`src/rtl/tnn_prof_pkg.sv`:
```
// Shared definitions for the TNN node error profiler: operand width,
// sweep index width, controller states and the exact reference decision.
package tnn_prof_pkg;

    localparam int W     = 3;
    localparam int IDX_W = 3 * W;

    typedef enum logic [1:0] {
        IDLE  = 2'd0,
        RUN   = 2'd1,
        DRAIN = 2'd2,
        DONE  = 2'd3
    } prof_state_t;

    // Exact threshold decision a + b >= c, evaluated one bit wider than the
    // operands so the sum never wraps.
    function automatic logic exact_ge(input logic [W-1:0] a,
                                      input logic [W-1:0] b,
                                      input logic [W-1:0] c);
        logic [W:0] sum;
        sum = {1'b0, a} + {1'b0, b};
        return (sum >= {1'b0, c});
    endfunction

endpackage

```
`src/rtl/tnn_prof_delay.sv`:
```
// DEPTH-stage shift register that lines up {valid, exact, idx} with the
// decision coming back from a pipelined node; a plain wire when DEPTH = 0.
module tnn_prof_delay #(
    parameter int DEPTH = 0,
    parameter int WIDTH = 11
) (
    input  logic             clk,
    input  logic             rst,
    input  logic [WIDTH-1:0] din,
    output logic [WIDTH-1:0] dout
);

    generate
        if (DEPTH == 0) begin : g_pass
            assign dout = din;
        end else begin : g_pipe
            logic [WIDTH-1:0] line_q [DEPTH];
            logic [WIDTH-1:0] line_d [DEPTH];

            // Next contents: new entry at stage 0, every other stage shifts by one.
            always_comb begin
                line_d[0] = din;
                for (int i = 1; i < DEPTH; i++) begin
                    line_d[i] = line_q[i-1];
                end
            end

            // Register the line; reset clears the valid tags along with the data.
            always_ff @(posedge clk) begin
                if (rst) begin
                    for (int i = 0; i < DEPTH; i++) begin
                        line_q[i] <= '0;
                    end
                end else begin
                    line_q <= line_d;
                end
            end

            assign dout = line_q[DEPTH-1];
        end
    endgenerate

endmodule

```
`src/rtl/tnn_node_error_profiler.sv`:
```
// Sweeps every operand triple into an approximate TNN threshold node, aligns
// the returned decision with the exact one and records the mismatch count and
// the index of the first mismatch.
module tnn_node_error_profiler
    import tnn_prof_pkg::*;
#(
    parameter int DUT_LAT = 0,
    parameter int CNT_W   = 3 * W + 1
) (
    input  logic             clk,
    input  logic             rst,
    input  logic             start,
    output logic [W-1:0]     op_a,
    output logic [W-1:0]     op_b,
    output logic [W-1:0]     op_c,
    output logic             op_valid,
    input  logic             ax_in,
    output logic             busy,
    output logic             done,
    output logic [CNT_W-1:0] err_count,
    output logic             first_err_valid,
    output logic [IDX_W-1:0] first_err_idx
);

    localparam int                 DLY_W   = IDX_W + 2;
    localparam logic [IDX_W-1:0]   IDX_MAX = '1;

    prof_state_t      state_q, state_d;
    logic [IDX_W-1:0] idx_q, idx_d;
    logic             op_valid_q, op_valid_d;
    logic             busy_q, busy_d;
    logic             done_q, done_d;
    logic [CNT_W-1:0] err_count_q, err_count_d;
    logic             fev_q, fev_d;
    logic [IDX_W-1:0] fei_q, fei_d;
    logic [1:0]       drain_q, drain_d;

    logic [DLY_W-1:0] dly_in, dly_out;
    logic             dly_vld, dly_exact;
    logic [IDX_W-1:0] dly_idx;

    assign dly_in = {op_valid_q, exact_ge(idx_q[IDX_W-1:2*W], idx_q[2*W-1:W], idx_q[W-1:0]), idx_q};

    tnn_prof_delay #(
        .DEPTH (DUT_LAT),
        .WIDTH (DLY_W)
    ) u_delay (
        .clk  (clk),
        .rst  (rst),
        .din  (dly_in),
        .dout (dly_out)
    );

    assign {dly_vld, dly_exact, dly_idx} = dly_out;

    // Result accumulation from the aligned stream, then the sweep controller.
    always_comb begin
        state_d     = state_q;
        idx_d       = idx_q;
        op_valid_d  = op_valid_q;
        busy_d      = busy_q;
        done_d      = 1'b0;
        err_count_d = err_count_q;
        fev_d       = fev_q;
        fei_d       = fei_q;
        drain_d     = drain_q;

        if (dly_vld && (ax_in != dly_exact)) begin
            err_count_d = err_count_q + CNT_W'(1);
            if (!fev_q) begin
                fev_d = 1'b1;
                fei_d = dly_idx;
            end
        end

        case (state_q)
            IDLE: begin
                if (start) begin
                    err_count_d = '0;
                    fev_d       = 1'b0;
                    fei_d       = '0;
                    idx_d       = '0;
                    op_valid_d  = 1'b1;
                    busy_d      = 1'b1;
                    state_d     = RUN;
                end
            end
            RUN: begin
                if (idx_q == IDX_MAX) begin
                    op_valid_d = 1'b0;
                    if (DUT_LAT == 0) begin
                        state_d = DONE;
                        done_d  = 1'b1;
                        busy_d  = 1'b0;
                    end else begin
                        state_d = DRAIN;
                        drain_d = 2'(DUT_LAT);
                    end
                end else begin
                    idx_d = idx_q + IDX_W'(1);
                end
            end
            DRAIN: begin
                if (drain_q == 2'd1) begin
                    state_d = DONE;
                    done_d  = 1'b1;
                    busy_d  = 1'b0;
                end else begin
                    drain_d = drain_q - 2'd1;
                end
            end
            DONE: begin
                state_d = IDLE;
            end
            default: begin
                state_d = IDLE;
            end
        endcase
    end

    // State and registered outputs; reset returns everything to zero / IDLE.
    always_ff @(posedge clk) begin
        if (rst) begin
            state_q     <= IDLE;
            idx_q       <= '0;
            op_valid_q  <= 1'b0;
            busy_q      <= 1'b0;
            done_q      <= 1'b0;
            err_count_q <= '0;
            fev_q       <= 1'b0;
            fei_q       <= '0;
            drain_q     <= '0;
        end else begin
            state_q     <= state_d;
            idx_q       <= idx_d;
            op_valid_q  <= op_valid_d;
            busy_q      <= busy_d;
            done_q      <= done_d;
            err_count_q <= err_count_d;
            fev_q       <= fev_d;
            fei_q       <= fei_d;
            drain_q     <= drain_d;
        end
    end

    assign op_a            = idx_q[IDX_W-1:2*W];
    assign op_b            = idx_q[2*W-1:W];
    assign op_c            = idx_q[W-1:0];
    assign op_valid        = op_valid_q;
    assign busy            = busy_q;
    assign done            = done_q;
    assign err_count       = err_count_q;
    assign first_err_valid = fev_q;
    assign first_err_idx   = fei_q;

endmodule

```
`config.mk`:
```
export PLATFORM = sky130hd
export DESIGN_NAME = tnn_node_error_profiler
export DESIGN_NICKNAME = d
export VERILOG_FILES = /design/src/rtl/tnn_prof_pkg.sv /design/src/rtl/tnn_prof_delay.sv /design/src/rtl/tnn_node_error_profiler.sv
export SDC_FILE = /design/constraint.sdc
export NUM_CORES = 1
export LEC_CHECK = 0
export ABC_CLOCK_PERIOD_IN_PS = 5200
export CAP_MARGIN = 20
export CORE_UTILIZATION = 56
export DETAILED_ROUTE_END_ITERATION = 8
export PLACE_DENSITY_LB_ADDON = 0.15
export SKIP_LAST_GASP = 1
export SLEW_MARGIN = 20
export SYNTH_ARGS = -nofsm -noshare
export SYNTH_HDL_FRONTEND = slang
export SYNTH_SLANG_ARGS = --single-unit
```
`constraint.sdc`:
```
create_clock -name clk -period 5.2 [get_ports clk]
set_input_delay 0.52 -clock clk [delete_from_list [all_inputs] [get_ports clk]]
set_output_delay 0.52 -clock clk [all_outputs]
set_load 0.03 [all_outputs]
```
==> impl_metrics.yaml <==
layout:
  drive_gt1_share_pct: 6.95
  fin_util_pct: 71.5
  synthToLayoutAreaGrowth_pct: 21.7
  nets: 277
  antenna_cells: 0
  fin_area_um2: 2390
power_and_ir_drop:
  power_density_nw_per_um2: 323
  vdd_drop_max_uv: 237
  p_leak_nw: 0.887
timing:
  relSlewSlack_pct: 55.2
  layout_min_cycle_time_ps: 2760
  slew_violations: 0
  setup_viol_count_final: 0
  fin_crit_sh_pct: 53.0
  tightestPinTransition_ps: 673
  tns_ps: 0
  fin_worst_skew_ps: 9.60
  rsz0062_at_grt: "false"
  whs_ps: 477
  hold_viol_final: 0
  fmax_mhz: 363
grt:
  grt_antenna_before_repair: 0
  grt-ovfl-total: 0
  grt_start_max_net_pins: 17
  grt_pass1_vias: 1513
  grt_first_pass_wirelength_mm: 6.64
  grt_usage_pct: 24.1
placed_design:
  portBuffers: 35
  dp_hpwl_mm: 3.09
  placed_area_um2: 2320
  gp_congestion: 0.867
clock_tree:
  cts_tree: "built"
  cts_hold_buffers: 0
  clock-sinks: 36
  ctsResizeCount: 0
  cts_max_level: 2
  clk_pin_slew_ps: 110
  clock_latency_ps: 340
  cts-root-buf: "clkbuf_4"
  cts_buffers: 5
  clockBufferDepth: 2
  post_cts_buffers: 0
synth:
  synth_top_area_share_pct: 36.8
  ys_seq_elements: 36
  synth_mux_area_share_pct: 3.13
  synth-edff-count: 0
  synth_top_area_cell: "dfxtp_1"
  synth.distinct_cells: 47
  seq_area_frac_synth_pct: 36.8
  ys_warn_count: 0
  synth-main-ff-cell: "dfxtp_1"
  netlist_instances: 222
  synth.net_count: 241
  synth-xor-area-share_pct: 3.57
  synth_compound_area_share_pct: 19.8
  async_flop_share_pct: 0
  synth_top_family_by_area: "simple AND/OR/NAND/NOR gates"
  syn_avg_cell_area_um2: 8.83
  synthesis.area_um2: 1960
  synth-adder-area-share_pct: 9.96
  synth-simple-area-share_pct: 22.5
  synth_area_leaders: "dfxtp_1, ha_1, a21oi_1"
critical_path:
  path_max_fanout: 7
  critPathTopFamily: "adder cells"
  reg2reg_slack_ps: 2440
  crit_type: "register to register"
  crit_start: "idx_q[6]"
  slowest_delay_ps: 510
  slowest_stage: "nor4_1"
  cp-end-kind: "register"
  reg2reg_from: "idx_q[6]"
  path_buf_inv: 0
  crit_chain: "ha_1 -> fa_1 -> xor2_1 -> ha_1 -> a211o_4 -> nor4_1 -> o21ai_0 -> mux2i_1"
  cp_common_cell: "ha_1"
  cp-start-kind: "register"
  worst-endpoint-arrival_ps: 2980
  reg2reg_depth: 8
  timing.rr.end: "err_count[5]"
  worst-endpoint-required_ps: 5430
min_path:
  min_delay_worst_endpoint: "first_err_idx[1]"
  hold_depth: 2
  min_from: "first_err_idx[1]"
  hold_class: "register to register"
die:
  ios: 36
  rows: 21
  fp.dieH_um: 61.2
  core_area_um2: 3340
  die_w_um: 61.2
  die-area_um2: 3740
  start_util_pct: 58.8
detailed_routing:
  drt_iter0_drc: 90
  vias_per_cell: 5.76
  via_count: 1758
  remaining_drc_errors: 0
  drt-pass1-iter-count: 6
  antenna_left: 0
  wl_per_cell_um: 13.5
  routed_wl_mm: 4.12
outcome:
  outcome: "finished, final reports clean"
run:
  drv_cap: 0
==> layout by cell type (no fill, tap or decap), types with 2 or more instances in the layout <==
cell type / count
o41ai_1: 3
nor2_1: 20
xnor2_1: 2
a21o_1: 2
a211oi_1: 3
nand2b_1: 7
ha_1: 14
xor2_1: 6
mux2i_1: 5
nor2b_1: 2
clkbuf_4: 5
o21ai_0: 15
nor3_1: 4
nand2_1: 13
and3_1: 6
clkdlybuf4s50_1: 35
nor4_4: 2
clkbuf_1: 2
nand3_1: 14
inv_1: 10
a21oi_1: 21
o211ai_1: 3
nand4_1: 5
a211oi_2: 2
dfxtp_1: 36
==> per-layer routing <==
layer / track usage [%] / wire [um] / vias to the layer above
li1: - / - / 877
met1: 29.4 / 1820 / 838
met2: 41.5 / 2090 / 36
met3: 6.72 / 165 / 7
met4: 6.82 / 47 / 0
met5: 0 / 0 / -
==> registers in the layout, summed over array words and instances, names as in the netlist, 2 cells and up <==
| register | flops |
|---|---|
| idx_q | 9 |
| state_q | 2 |
| first_err_idx | 9 |
| err_count | 10 |
| drain_q | 2 |
==> cell type report <==
cell class / count / area (um2)
Inverter: 10 / 37.5
Fill cell: 301 / 951
Clock buffer: 8 / 58.8
Timing Repair Buffer: 35 / 350
Sequential cell: 36 / 721
Tap cell: 46 / 57.6
Multi-Input combinational cell: 170 / 1160
==> worst min-delay path, delay by kind of cell, from the launching register on <==
kind | cells | cell delay (ps)
AOI/OAI and AO/OA | 1 | 60
DFF | 1 | 320
and+or+nand+nor | 1 | 60
==> cell families after synthesis <==
group | Yosys count
flops | 36
buf+inv | 16
compound gates | 61
mux | 6
xor+xnor | 8
fa+ha+maj | 15
simple gates | 80
==> report_power, final <==
group	switching (mW)	internal, mW	total (mW)
sequential	0.0289	0.303	0.332
clock	0.0900	0.0667	0.157
combinational	0.174	0.109	0.283
total	0.293	0.478	0.771
==> synthesized netlist by cell type, types with 2 or more instances <==
cell type / instances
dfxtp_1: 36
a21oi_1: 21
nor2_1: 20
o21ai_0: 15
ha_1: 14
nand3_1: 14
nand2_1: 13
inv_1: 10
nand2b_1: 7
and3_1: 6
xor2_1: 6
mux2i_1: 5
nand4_1: 5
a211oi_1: 4
nor3_1: 4
o211ai_1: 3
o41ai_1: 3
a21o_1: 2
buf_6: 2
clkbuf_1: 2
nor2b_1: 2
nor4_4: 2
xnor2_1: 2
==> metrics by stage <==
stage               cells  total power [mW]  setup slack, ps
detailed placement    297             0.616             2470
global placement      297             0.610             2480
CTS                   305             0.775             2430
global route          305             0.824             2290
finish                305             0.771             2440
floorplan             222             0.553             2480
==> how the worst max path moves through the flow <==
stage,cells past startpoint,slack (ps),endpoint
2_1_floorplan,9,2480,first_err_idx[0]
3_3_place_gp,8,2480,err_count[5]
3_5_place_dp,8,2470,err_count[5]
4_1_cts,8,2430,err_count[5]
5_1_grt,9,2290,err_count[7]
6_report,8,2440,err_count[5]
No activity file was read; power rests on OpenSTA's default activity.
